<file path="config.mk">
export PLATFORM = sky130hd
export DESIGN_NAME = line_burst_adaptor_flat
export DESIGN_NICKNAME = d
export VERILOG_FILES = /design/src/rtl/line_burst_adaptor_if.sv /design/src/rtl/line_burst_adaptor.sv /design/src/flat_wrapper.sv
export SDC_FILE = /design/constraint.sdc
export NUM_CORES = 1
export LEC_CHECK = 0
export CAP_MARGIN = 25
export CORE_AREA = 2 2 281 283
export DETAILED_ROUTE_END_ITERATION = 10
export DIE_AREA = 0 0 283 285
export HOLD_SLACK_MARGIN = 0.03
export REMOVE_ABC_BUFFERS = 1
export SYNTH_ARGS = -nofsm -noshare
export SYNTH_HDL_FRONTEND = slang
export SYNTH_SLANG_ARGS = --single-unit
export TNS_END_PERCENT = 10
</file>
<file path="constraint.sdc">
create_clock -name clk -period 4.4 [get_ports clk]
set_clock_uncertainty 0.05 [all_clocks]
set_input_delay 1.32 -clock clk [delete_from_list [all_inputs] [get_ports clk]]
set_output_delay 1.32 -clock clk [all_outputs]
set_load 0.01 [all_outputs]
</file>
<file path="src/rtl/line_burst_adaptor_if.sv">
// Line-request / burst-memory bundle for line_burst_adaptor.
// slave: the adaptor's view. master: the requester plus burst-memory side.
interface line_burst_adaptor_if #(
    parameter int unsigned BEATS  = 4,
    parameter int unsigned BEAT_W = 64
);
    localparam int unsigned LineW = BEATS * BEAT_W;

    logic              line_read_i;
    logic              line_write_i;
    logic [31:0]       line_addr_i;
    logic [LineW-1:0]  line_wdata_i;
    logic [LineW-1:0]  line_rdata_o;
    logic              line_resp_o;
    logic              burst_read_o;
    logic              burst_write_o;
    logic [31:0]       burst_addr_o;
    logic [BEAT_W-1:0] burst_wdata_o;
    logic [BEAT_W-1:0] burst_rdata_i;
    logic              burst_resp_i;

    modport slave (
        input  line_read_i, line_write_i, line_addr_i, line_wdata_i,
        input  burst_rdata_i, burst_resp_i,
        output line_rdata_o, line_resp_o,
        output burst_read_o, burst_write_o, burst_addr_o, burst_wdata_o
    );

    modport master (
        output line_read_i, line_write_i, line_addr_i, line_wdata_i,
        output burst_rdata_i, burst_resp_i,
        input  line_rdata_o, line_resp_o,
        input  burst_read_o, burst_write_o, burst_addr_o, burst_wdata_o
    );
endinterface

</file>
<file path="src/rtl/line_burst_adaptor.sv">
// Converts one cache-line read/write at a time into a BEATS-beat burst on the
// physical-memory port and returns a single-cycle line response when done.
module line_burst_adaptor #(
    parameter int unsigned BEATS  = 4,
    parameter int unsigned BEAT_W = 64
) (
    input logic                  clk,
    input logic                  rst_n,
    line_burst_adaptor_if.slave  bus
);
    localparam int unsigned LineW = BEATS * BEAT_W;
    localparam int unsigned CntW  = $clog2(BEATS);
    localparam int unsigned OffW  = $clog2(LineW / 8);
    localparam logic [31:0] AddrMask = ~((32'd1 << OffW) - 32'd1);

    typedef enum logic [1:0] {StIdle, StRd, StWr, StDone} state_e;

    state_e            r_state;
    logic [CntW-1:0]   r_cnt;
    logic [LineW-1:0]  r_buf;
    logic [31:0]       r_addr;
    logic              r_burst_rd;
    logic              r_burst_wr;
    logic              r_line_resp;

    logic              w_beat_last;
    logic              w_busy;

    assign w_beat_last = (r_cnt == CntW'(BEATS - 1));
    assign w_busy      = r_burst_rd | r_burst_wr;

    // Transaction FSM: latch request, count beats, fill/drain the line buffer.
    always_ff @(posedge clk) begin
        if (!rst_n) begin
            r_state     <= StIdle;
            r_cnt       <= '0;
            r_buf       <= '0;
            r_addr      <= '0;
            r_burst_rd  <= 1'b0;
            r_burst_wr  <= 1'b0;
            r_line_resp <= 1'b0;
        end else begin
            r_line_resp <= 1'b0;
            unique case (r_state)
                StIdle: begin
                    // Write has priority when both requests are present.
                    if (bus.line_write_i) begin
                        r_addr     <= bus.line_addr_i & AddrMask;
                        r_buf      <= bus.line_wdata_i;
                        r_cnt      <= '0;
                        r_burst_wr <= 1'b1;
                        r_state    <= StWr;
                    end else if (bus.line_read_i) begin
                        r_addr     <= bus.line_addr_i & AddrMask;
                        r_cnt      <= '0;
                        r_burst_rd <= 1'b1;
                        r_state    <= StRd;
                    end
                end
                StRd: begin
                    if (bus.burst_resp_i) begin
                        r_buf[r_cnt*BEAT_W +: BEAT_W] <= bus.burst_rdata_i;
                        r_cnt <= r_cnt + CntW'(1);
                        if (w_beat_last) begin
                            r_burst_rd  <= 1'b0;
                            r_line_resp <= 1'b1;
                            r_state     <= StDone;
                        end
                    end
                end
                StWr: begin
                    if (bus.burst_resp_i) begin
                        r_cnt <= r_cnt + CntW'(1);
                        if (w_beat_last) begin
                            r_burst_wr  <= 1'b0;
                            r_line_resp <= 1'b1;
                            r_state     <= StDone;
                        end
                    end
                end
                StDone: begin
                    // Requests are not sampled here; the next one is taken in IDLE.
                    r_state <= StIdle;
                end
                default: begin
                    r_state <= StIdle;
                end
            endcase
        end
    end

    // Outputs decoded from registered state only; zero outside their phases.
    always_comb begin
        bus.burst_read_o  = r_burst_rd;
        bus.burst_write_o = r_burst_wr;
        bus.line_resp_o   = r_line_resp;
        bus.burst_addr_o  = w_busy ? r_addr : '0;
        bus.burst_wdata_o = r_burst_wr ? r_buf[r_cnt*BEAT_W +: BEAT_W] : '0;
        bus.line_rdata_o  = r_line_resp ? r_buf : '0;
    end
endmodule

</file>
<file path="src/flat_wrapper.sv">
// flat-port wrapper written by rule: the top's interface ports become plain ports
module line_burst_adaptor_flat 
#(
    parameter int unsigned BEATS  = 4,
    parameter int unsigned BEAT_W = 64
)
  (clk, rst_n, bus_line_read_i, bus_line_write_i, bus_line_addr_i, bus_line_wdata_i, bus_burst_rdata_i, bus_burst_resp_i, bus_line_rdata_o, bus_line_resp_o, bus_burst_read_o, bus_burst_write_o, bus_burst_addr_o, bus_burst_wdata_o);
  line_burst_adaptor_if #(.BEATS(BEATS), .BEAT_W(BEAT_W)) bus_i ();
  input logic clk;
  input logic rst_n;
  input wire logic [$bits(bus_i.line_read_i)-1:0] bus_line_read_i;
  input wire logic [$bits(bus_i.line_write_i)-1:0] bus_line_write_i;
  input wire logic [$bits(bus_i.line_addr_i)-1:0] bus_line_addr_i;
  input wire logic [$bits(bus_i.line_wdata_i)-1:0] bus_line_wdata_i;
  input wire logic [$bits(bus_i.burst_rdata_i)-1:0] bus_burst_rdata_i;
  input wire logic [$bits(bus_i.burst_resp_i)-1:0] bus_burst_resp_i;
  output wire logic [$bits(bus_i.line_rdata_o)-1:0] bus_line_rdata_o;
  output wire logic [$bits(bus_i.line_resp_o)-1:0] bus_line_resp_o;
  output wire logic [$bits(bus_i.burst_read_o)-1:0] bus_burst_read_o;
  output wire logic [$bits(bus_i.burst_write_o)-1:0] bus_burst_write_o;
  output wire logic [$bits(bus_i.burst_addr_o)-1:0] bus_burst_addr_o;
  output wire logic [$bits(bus_i.burst_wdata_o)-1:0] bus_burst_wdata_o;
  assign bus_i.line_read_i = bus_line_read_i;
  assign bus_i.line_write_i = bus_line_write_i;
  assign bus_i.line_addr_i = bus_line_addr_i;
  assign bus_i.line_wdata_i = bus_line_wdata_i;
  assign bus_i.burst_rdata_i = bus_burst_rdata_i;
  assign bus_i.burst_resp_i = bus_burst_resp_i;
  assign bus_line_rdata_o = bus_i.line_rdata_o;
  assign bus_line_resp_o = bus_i.line_resp_o;
  assign bus_burst_read_o = bus_i.burst_read_o;
  assign bus_burst_write_o = bus_i.burst_write_o;
  assign bus_burst_addr_o = bus_i.burst_addr_o;
  assign bus_burst_wdata_o = bus_i.burst_wdata_o;
  line_burst_adaptor #(.BEATS(BEATS), .BEAT_W(BEAT_W)) u_core (.clk(clk), .rst_n(rst_n), .bus(bus_i));
endmodule
</file>
==> metrics, run 1 <==
GP Congestion 0.860; WP data arrival approximately 2800 ps; Main synth FF type dfxtp_1; max_slew headroom 0.404; antenna violations before repair 10; H-tree levels 2; Slew Viols, Final 0; mapped cell area between 15000 and 20000 um^2; Final Util 0.363; core area 78000 um^2; die area ~80000 um^2; initial core utilization 0.248; DR top layer met5; Post-Route Setup TNS 0 ps; Die W between 200 and 300 um; Final Power 16.9 mW; clk slew on worst S/H paths 60 ps; met2 WL between 40000 and 50000 um; PortBufs around 700; launching point of the worst reg2reg path u_core.r_cnt[0]; Reg2Reg Setup Slack approximately 860 ps; Congestion Overflow GR 0; final wirelength around 95000 um; routed length per placed instance 24.8 um; Syn. warnings 0; CP Capture Type output pin; post-layout minimum cycle time 4190 ps; root buffer cell clkbuf_16; met3 wire length 7090 um; Max Fanout on Critical Path 24; synthesized area per cell 8.78 um^2; CTS Sinks 290; Crit Path Class reg -> out; HPWL Detailed 62400 um; largest net degree at the start of global routing 113; min-delay src u_core.r_addr[12]; final setup vio count 0; Worst Slack Setup Final between 200 and 250 ps; Rows 103; fmax 238 MHz; final std cells w/o fill 3820; EDFF count, synth 0; slew of the pin with the lowest slew margin just under 900 ps; vias per std cell around 5.3; Post-DRT Antenna Nets 0; Ports just over 700; dpl ws 551 ps; worst min path class reg -> reg; Synth Instances 2200; Synth area leaders dfxtp_1, a311oi_2, and2_1; CTS Buf Count 37; hold path depth 2; Endpoint, Worst Hold u_core.r_addr[12]; reg2reg end u_core.r_buf[42]; Area growth syn-to-layout 46.5%; Pleak about 9.5 nW; M1 WL 39400 um; RSZ-0062 raised after global routing no; clk buf depth 3; Final Hold Viols 0; Post-Place Cells about 3700; via count 20200; Max Cap Viol 0; share of cells above drive strength 1 0.145; first-pass GRT wire length 138000 um; clock tree from TritonCTS built; vias in the first global route 20100; Req. time, crit path 3030 ps; Distinct cells, synth 40; Seq/Total Area, Yosys 0.300; Power Dens Cells 597 nW/um^2; status completed; Post-route DRC 0; Worst VDD drop between 0.6 and 0.7 mV; gr usage total 0.224; register bit count reported by yosys 290; leading area contributor after synthesis dfxtp_1; R2R cell count 8; Skew-Pair Late Insertion Delay 540 ps; fin nets 3098; final critical-path share of the clock period 0.953; Die H 285 um; crit start category flip-flop; post-synth top area share 0.300; 1st-iter DRT viols between 1500 and 2000; router iterations before antenna repair 6; Post-synth ARST share 0
-- layout by cell type, fill, tap and decap left out, drive strengths merged, types with 4 or more instances in the layout --
cell type,count
a21bo,5
a21oi,227
a311oi,192
and2,324
buf,69
clkbuf,59
clkdlybuf4s50,700
clkinv,5
conb,5
dfxtp,290
diode,8
ha,8
inv,8
mux4,64
nand2,300
nand2b,68
nand3,181
nand4,66
nor2b,41
nor3,54
o21ai,4
o221a,64
o311ai,11
-- worst max path at each step --
stage | end | from | slack (ps) | cells past startpoint
detailed placement | bus_burst_wdata_o[19] | u_core.r_cnt[0] | 550 | 4
global placement | bus_burst_wdata_o[16] | u_core.r_cnt[0] | 560 | 4
global route | bus_burst_wdata_o[19] | u_core.r_cnt[0] | 70 | 4
floorplan | u_core.r_buf[127] | u_core.r_cnt[0] | -3630 | 4
CTS | bus_burst_wdata_o[19] | u_core.r_cnt[0] | 110 | 4
finish | bus_burst_wdata_o[19] | u_core.r_cnt[0] | 210 | 4
-- through the flow --
step                      instance area [um^2]  hold WS (ps)
after floorplan                          17800           382
after global placement                   27000           389
after detailed placement                 27000           393
after CTS                                28300           400
after global routing                     28300           415
final                                    28300           398
-- cell type report --
| cell class | instances | area (um^2) |
|---|---|---|
| Clock buffer | 59 | 1120 |
| Clock inverter | 9 | 100 |
| Inverter | 6 | 35.0 |
| Timing Repair Buffer | 769 | 7840 |
| Multi-Input combinational cell | 1629 | 12100 |
| Sequential cell | 290 | 5820 |
| Tap cell | 1050 | 1310 |
| Fill cell | 7999 | 49700 |
| Antenna cell | 8 | 20.0 |
-- routing by layer --
layer  up-vias  global-route usage
li1       9097                   -
met5         -                   0
met4         8              0.0785
met2       917               0.372
met3       139              0.0537
met1     10000               0.283
-- registers in the layout (all words and copies together) (netlist names) --
register,cells
u_core.r_state,2
u_core.bus.burst_read_o,1
u_core.r_addr,27
u_core.r_buf,256
u_core.bus.burst_write_o,1
u_core.r_cnt,2
u_core.bus.line_resp_o,1
-- kinds of logic after synthesis --
family          after synthesis  share of synthesized area
other cells                   1                   0.000194
simple gates               1042                      0.284
compound gates              508                      0.252
flops                       290                      0.300
mux                          66                     0.0759
fa+ha+maj                     8                    0.00518
buf+inv                     285                     0.0824
-- worst max-delay path: stages (launching register included) --
cell	delay (ps)
dfxtp_4	720
buf_12	330
mux4_2	540
and2_1	180
clkdlybuf4s50_1	510
-- timing repair --
item,in CTS,in global routing
buffers inserted,1,0
endpoints found under the setup margin,22,0
hold buffers,0,0
gates resized for setup,0,0
-- power by group --
part	internal (mW)	leakage [nW]	switching (mW)
Clock	1.87	0.603	1.27
Combinational	3.63	6.50	5.40
Sequential	3.72	2.40	1.01
-- synth_stat cells (all sizes together) (54+ instances only) --
cell type    n
o221a       64
a311oi     192
a21oi      227
buf        151
nand4       66
mux4        64
nand2      300
nand3      181
nor3        54
clkbuf     128
and2       324
dfxtp      290
nand2b      68
No activity file was read; power rests on OpenSTA's default activity.
==> inputs of run 2 (changes only) <==
--- a/config.mk
+++ b/config.mk
@@ -5,7 +5,6 @@
 export SDC_FILE = /design/constraint.sdc
 export NUM_CORES = 1
 export LEC_CHECK = 0
-export CAP_MARGIN = 25
 export CORE_AREA = 2 2 281 283
 export DETAILED_ROUTE_END_ITERATION = 10
 export DIE_AREA = 0 0 283 285
==> results of run 2 <==
Final layout, timing and power as in run 1 (identical DEF).
